$ cat src/rtl/bidir_shift_ctrl.sv
// Command sequencer for a bidirectional shift register: optional clear, serial load
// of a parallel word in either direction, then return of the register contents.
module bidir_shift_ctrl #(
    parameter int unsigned WIDTH = 4,
    parameter int unsigned CNT_W = 3
) (
    input  logic             clk,
    input  logic             rst,
    input  logic             cmd_valid,
    output logic             cmd_ready,
    input  logic [WIDTH-1:0] cmd_data,
    input  logic             cmd_dir,
    input  logic [CNT_W-1:0] cmd_len,
    input  logic             cmd_clr,
    output logic             sr_rst,
    output logic             sr_en,
    output logic             sr_dir,
    output logic             sr_din,
    input  logic [WIDTH-1:0] sr_out,
    output logic             rsp_valid,
    input  logic             rsp_ready,
    output logic [WIDTH-1:0] rsp_data,
    output logic             busy
);

    localparam logic [CNT_W-1:0] LenMax = CNT_W'(WIDTH);

    typedef enum logic [2:0] {StIdle, StClr, StShift, StSettle, StResp} state_e;

    state_e             state_q, state_d;
    logic [WIDTH-1:0]   data_q, data_d;
    logic               dir_q, dir_d;
    logic [CNT_W-1:0]   len_q, len_d;
    logic [CNT_W-1:0]   idx_q, idx_d;
    logic [CNT_W-1:0]   cnt_q, cnt_d;
    logic               sr_rst_q, sr_rst_d;
    logic               sr_en_q, sr_en_d;
    logic               sr_dir_q, sr_dir_d;
    logic               sr_din_q, sr_din_d;
    logic               rsp_valid_q, rsp_valid_d;
    logic [WIDTH-1:0]   rsp_data_q, rsp_data_d;
    logic [CNT_W-1:0]   len_eff;
    logic               start_shift;
    logic               drive_bit;

    assign len_eff = (cmd_len == '0 || cmd_len > LenMax) ? LenMax : cmd_len;

    always_comb begin
        state_d     = state_q;
        data_d      = data_q;
        dir_d       = dir_q;
        len_d       = len_q;
        idx_d       = idx_q;
        cnt_d       = cnt_q;
        sr_rst_d    = 1'b0;
        sr_en_d     = 1'b0;
        sr_dir_d    = sr_dir_q;
        sr_din_d    = sr_din_q;
        rsp_valid_d = rsp_valid_q;
        rsp_data_d  = rsp_data_q;
        start_shift = 1'b0;
        drive_bit   = 1'b0;

        // Outputs are computed for the state being entered, so they line up with it.
        unique case (state_q)
            StIdle: begin
                if (cmd_valid) begin
                    data_d = cmd_data;
                    dir_d  = cmd_dir;
                    len_d  = len_eff;
                    if (cmd_clr) begin
                        state_d  = StClr;
                        sr_rst_d = 1'b1;
                    end else begin
                        state_d     = StShift;
                        start_shift = 1'b1;
                    end
                end
            end
            StClr: begin
                state_d     = StShift;
                start_shift = 1'b1;
            end
            StShift: begin
                if (cnt_q == '0) begin
                    state_d = StSettle;
                end else begin
                    cnt_d     = cnt_q - CNT_W'(1);
                    idx_d     = dir_q ? idx_q + CNT_W'(1) : idx_q - CNT_W'(1);
                    sr_en_d   = 1'b1;
                    drive_bit = 1'b1;
                end
            end
            StSettle: begin
                rsp_data_d  = sr_out;
                rsp_valid_d = 1'b1;
                state_d     = StResp;
            end
            StResp: begin
                if (rsp_ready) begin
                    rsp_valid_d = 1'b0;
                    state_d     = StIdle;
                end
            end
            default: state_d = StIdle;
        endcase

        if (start_shift) begin
            sr_en_d   = 1'b1;
            sr_dir_d  = dir_d;
            idx_d     = dir_d ? (LenMax - len_d) : (len_d - CNT_W'(1));
            cnt_d     = len_d - CNT_W'(1);
            drive_bit = 1'b1;
        end

        if (drive_bit) begin
            for (int i = 0; i < int'(WIDTH); i++) begin
                if (idx_d == CNT_W'(i)) sr_din_d = data_d[i];
            end
        end
    end

    always_ff @(posedge clk or negedge rst) begin
        if (!rst) begin
            state_q     <= StIdle;
            data_q      <= '0;
            dir_q       <= 1'b0;
            len_q       <= '0;
            idx_q       <= '0;
            cnt_q       <= '0;
            sr_rst_q    <= 1'b0;
            sr_en_q     <= 1'b0;
            sr_dir_q    <= 1'b0;
            sr_din_q    <= 1'b0;
            rsp_valid_q <= 1'b0;
            rsp_data_q  <= '0;
        end else begin
            state_q     <= state_d;
            data_q      <= data_d;
            dir_q       <= dir_d;
            len_q       <= len_d;
            idx_q       <= idx_d;
            cnt_q       <= cnt_d;
            sr_rst_q    <= sr_rst_d;
            sr_en_q     <= sr_en_d;
            sr_dir_q    <= sr_dir_d;
            sr_din_q    <= sr_din_d;
            rsp_valid_q <= rsp_valid_d;
            rsp_data_q  <= rsp_data_d;
        end
    end

    assign cmd_ready = (state_q == StIdle);
    assign busy      = (state_q != StIdle);
    assign sr_rst    = sr_rst_q;
    assign sr_en     = sr_en_q;
    assign sr_dir    = sr_dir_q;
    assign sr_din    = sr_din_q;
    assign rsp_valid = rsp_valid_q;
    assign rsp_data  = rsp_data_q;

endmodule

$ cat config.mk
export PLATFORM = sky130hd
export DESIGN_NAME = bidir_shift_ctrl
export DESIGN_NICKNAME = d
export VERILOG_FILES = /design/src/rtl/bidir_shift_ctrl.sv
export SDC_FILE = /design/constraint.sdc
export NUM_CORES = 1
export LEC_CHECK = 0
export CAP_MARGIN = 10
export CELL_PAD_IN_SITES_DETAIL_PLACEMENT = 0
export CELL_PAD_IN_SITES_GLOBAL_PLACEMENT = 1
export CORE_MARGIN = 3
export CORE_UTILIZATION = 39
export CTS_CLUSTER_DIAMETER = 200
export DETAILED_ROUTE_END_ITERATION = 16
export PLACE_DENSITY = 0.86
export SLEW_MARGIN = 20
export SYNTH_ARGS = -nofsm -noshare
export SYNTH_HDL_FRONTEND = slang
export SYNTH_SLANG_ARGS = --single-unit
$ cat constraint.sdc
create_clock -name clk -period 2.9 [get_ports clk]
set_input_delay 0.435 -clock clk [delete_from_list [all_inputs] [get_ports clk]]
set_output_delay 0.435 -clock clk [all_outputs]
set_load 0.03 [all_outputs]
==> impl_metrics.tcl <==
set metrics [dict create \
    outcome "finished clean" \
    critPathMaxStageDelay_ns 0.40 \
    reg2regPathDepth 7 \
    powerDensity_mw_per_mm2 1230 \
    worstSetupPathType "input port to register" \
    syn2layout_area_growth_pct 27.4 \
    max_freq_mhz 416 \
    hold_viol 0 \
    peakVddDrop_mv 0.390 \
    antenna_found_initial 0 \
    cp_max_fo 5 \
    reg2reg_slack_ns 0.58 \
    critPathLaunchType "input port" \
    synth.avg_cell_area_um2 10.8 \
    core_area_mm2 0.00339 \
    fin_tns_setup_ns 0 \
    hpwl_um 2050 \
    grt_pass1_wl_um 4550 \
    initial_core_util_pct 41.3 \
    tightestPinTransition_ns 0.487 \
    cp.arrival_ns 2.64 \
    endpoint_kind "register" \
    syn_area_mm2 0.00140 \
    fill_cells 307 \
    clock-sinks 26 \
    post_cts_buffers 0 \
    num_antenna_cells 0 \
    gp_congestion 0.778 \
    max-slew-margin-rel_pct 67.3 \
    rsz0062_at_grt "false" \
    syn_inst 130 \
    drtPass1Iterations 3 \
    clkTransAtPathRegs_ns 0.15 \
    finalWirelength_um 2670 \
    vias 1028 \
    finalCritPeriodShare_pct 82.9 \
    most-common-layout-cells "clkdlybuf4s50_1 (27), dfrtp_1 (26), nand2_1 (11)" \
    worstPathRequired_ns 3.13 \
    htree_levels 1 \
    power_w 0.00220 \
    cap_viol_max_count 0 \
    grt_max_degree 27 \
    rows 21 \
    timing.final.max_slew_violations 0 \
    p_leak_nw 0.776 \
    slowest_stage "clkdlybuf4s50_1" \
    drive_gt1_share_pct 15.4 \
    die_w_um 65.9 \
    drc 0 \
    synth_fp_nets 151 \
    avgRoutedWirePerCell_um 12.8 \
    worstSkewPairLatency_ns 0.33 \
    ys_ff_latch 26 \
    io_buffers 27 \
    fin_nets 184 \
    stdcell_count 208 \
    yosysWarnings 0 \
    place_area_mm2 0.00173 \
    cts_buffer_depth 2 \
    place_inst 204 \
    final_area_mm2 0.00178 \
    clock-root-buffer "clkbuf_4" \
    dieArea_mm2 0.00434 \
    synth.distinct_cells 41 \
    drtIter0Drc 45 \
    crit-reg2reg-capture "sr_din$_DFFE_PN0P_" \
    drtAntennaViolNets 0 \
    cts_tree "yes" \
    rr_startpoint "state_q[0]$_DFFE_PN0P_" \
    clock-skew-final_ns 0.00412 \
    final_common_cell "clkdlybuf4s50_1" \
    grt_pass1_vias 1017 \
    final-setup-viol-count 0 \
    grt_overflow_total 0 \
    fin_ws_ns 0.495 \
    cp_cell_sequence "clkdlybuf4s50_1 > or2_2 > ha_1 > and2b_1 > xnor2_1 > a211oi_1 > buf_4 > or3_1 > a21boi_1 > o31ai_2" \
    die_h_um 65.9 \
    post-place-ws_ns 0.121 \
    min_period_ns 2.40 \
    cts_buffers 3 \
    hold_buffers 0 \
    synth_seq_area_share_pct 46.5 \
    worstHoldPathType "input port to asynchronous set/reset pin" \
    cts.repair.resized 0 \
    grt_usage_pct 13.4 \
    vias_per_cell 4.94 \
    num_io_pins 28 \
]
-- per-layer routing --
metal	track usage, %	vias up	wire length (um)
li1	-	505	-
met1	16.9	494	1220
met2	23.3	25	1290
met3	1.87	4	129
met4	4.66	0	27
met5	0	-	0
-- power by group --
group | switching (W) | internal (W) | leakage (nW)
Clock | 0.000115 | 0.000140 | 0.0279
Sequential | 0.000139 | 0.000542 | 0.311
Combinational | 0.000690 | 0.000570 | 0.436
Total | 0.000943 | 0.00125 | 0.776
-- cell families after synthesis --
group,synth area share [%]
simple gates,17.3
flops,46.5
compound gates,12.5
buf+inv,4.65
mux,9.30
xor+xnor,5.63
fa+ha+maj,4.11
-- registers in the layout, indices dropped and copies added (netlist names) --
register and cells:
state_q 3, sr_din 1, rsp_valid 1, len_q 3
cnt_q 3, sr_en 1, dir_q 1, idx_q 3
sr_dir 1, data_q 4, sr_rst 1, rsp_data 4
-- worst max-delay path: cells and delay by family --
kind	cells	cell delay [ns]
compound gates	3	0.34
fa+ha+maj	1	0.26
buf+inv	2	0.56
xor+xnor	1	0.13
simple gates	3	0.91
-- metrics by stage --
| step | hold slack, ns | utilization [%] |
|---|---|---|
| 5_1_grt | 0.458 | 52.6 |
| 3_5_place_dp | 0.487 | 51.0 |
| 2_1_floorplan | 0.139 | - |
| 3_3_place_gp | 0.482 | 51.0 |
| 4_1_cts | 0.454 | 52.6 |
| 6_report | 0.449 | 52.6 |
-- how the worst max path moves through the flow --
stage | slack (ns) | end | start | depth (start not counted)
3_5_place_dp | 0.12 | sr_din$_DFFE_PN0P_ | cmd_len[1] | 10
5_1_grt | 0.32 | sr_din$_DFFE_PN0P_ | cmd_len[1] | 9
2_1_floorplan | 0.67 | sr_din$_DFFE_PN0P_ | cmd_len[1] | 8
3_3_place_gp | 0.17 | sr_din$_DFFE_PN0P_ | cmd_len[1] | 9
6_report | 0.50 | sr_din$_DFFE_PN0P_ | cmd_len[1] | 10
4_1_cts | 0.49 | sr_din$_DFFE_PN0P_ | cmd_len[1] | 9
-- cells in the mapped netlist --
cell	instances	share of area, %
or3_1	2	0.89
o21a_1	1	0.54
nand2b_1	1	0.45
nor2_1	9	2.4
nor4_1	1	0.45
nor3_1	4	1.4
or3b_1	1	0.63
a2111oi_2	1	1.1
a21o_1	2	1.1
a21boi_1	1	0.54
xnor2_1	4	2.5
o21bai_1	2	1.1
o21ai_1	2	0.72
a21oi_4	1	1.2
nor3b_1	1	0.54
or2_2	1	0.45
ha_1	3	2.7
o31ai_2	1	0.89
a21oi_2	1	0.63
and2b_1	1	0.54
nor2_2	1	0.45
a211oi_1	2	1.1
clkinv_1	1	0.27
nand3b_1	2	1.1
inv_1	9	2.4
nand2_1	11	3.0
mux2_2	8	6.4
buf_6	2	1.6
a211oi_2	1	0.89
dfrtp_1	26	47
mux2i_1	4	2.9
xor2_1	5	3.1
nor4b_4	1	1.7
or4b_2	1	0.72
a21oi_1	6	2.1
buf_2	1	0.36
fa_1	1	1.4
nor2b_1	4	1.8
nand3_1	1	0.36
o21ai_0	2	0.72
and3_1	1	0.45
-- layout make-up --
class / count / area (um^2) / area share, %
multi-input combinational: 91 / 683 / 38.3
clock buffer: 3 / 22.5 / 1.26
clock inverter: 1 / 30.0 / 1.69
sequential: 26 / 651 / 36.5
timing repair buffer: 31 / 300 / 16.9
inverter: 10 / 37.5 / 2.11
tap: 46 / 57.6 / 3.23
No activity file was read; power rests on OpenSTA's default activity.
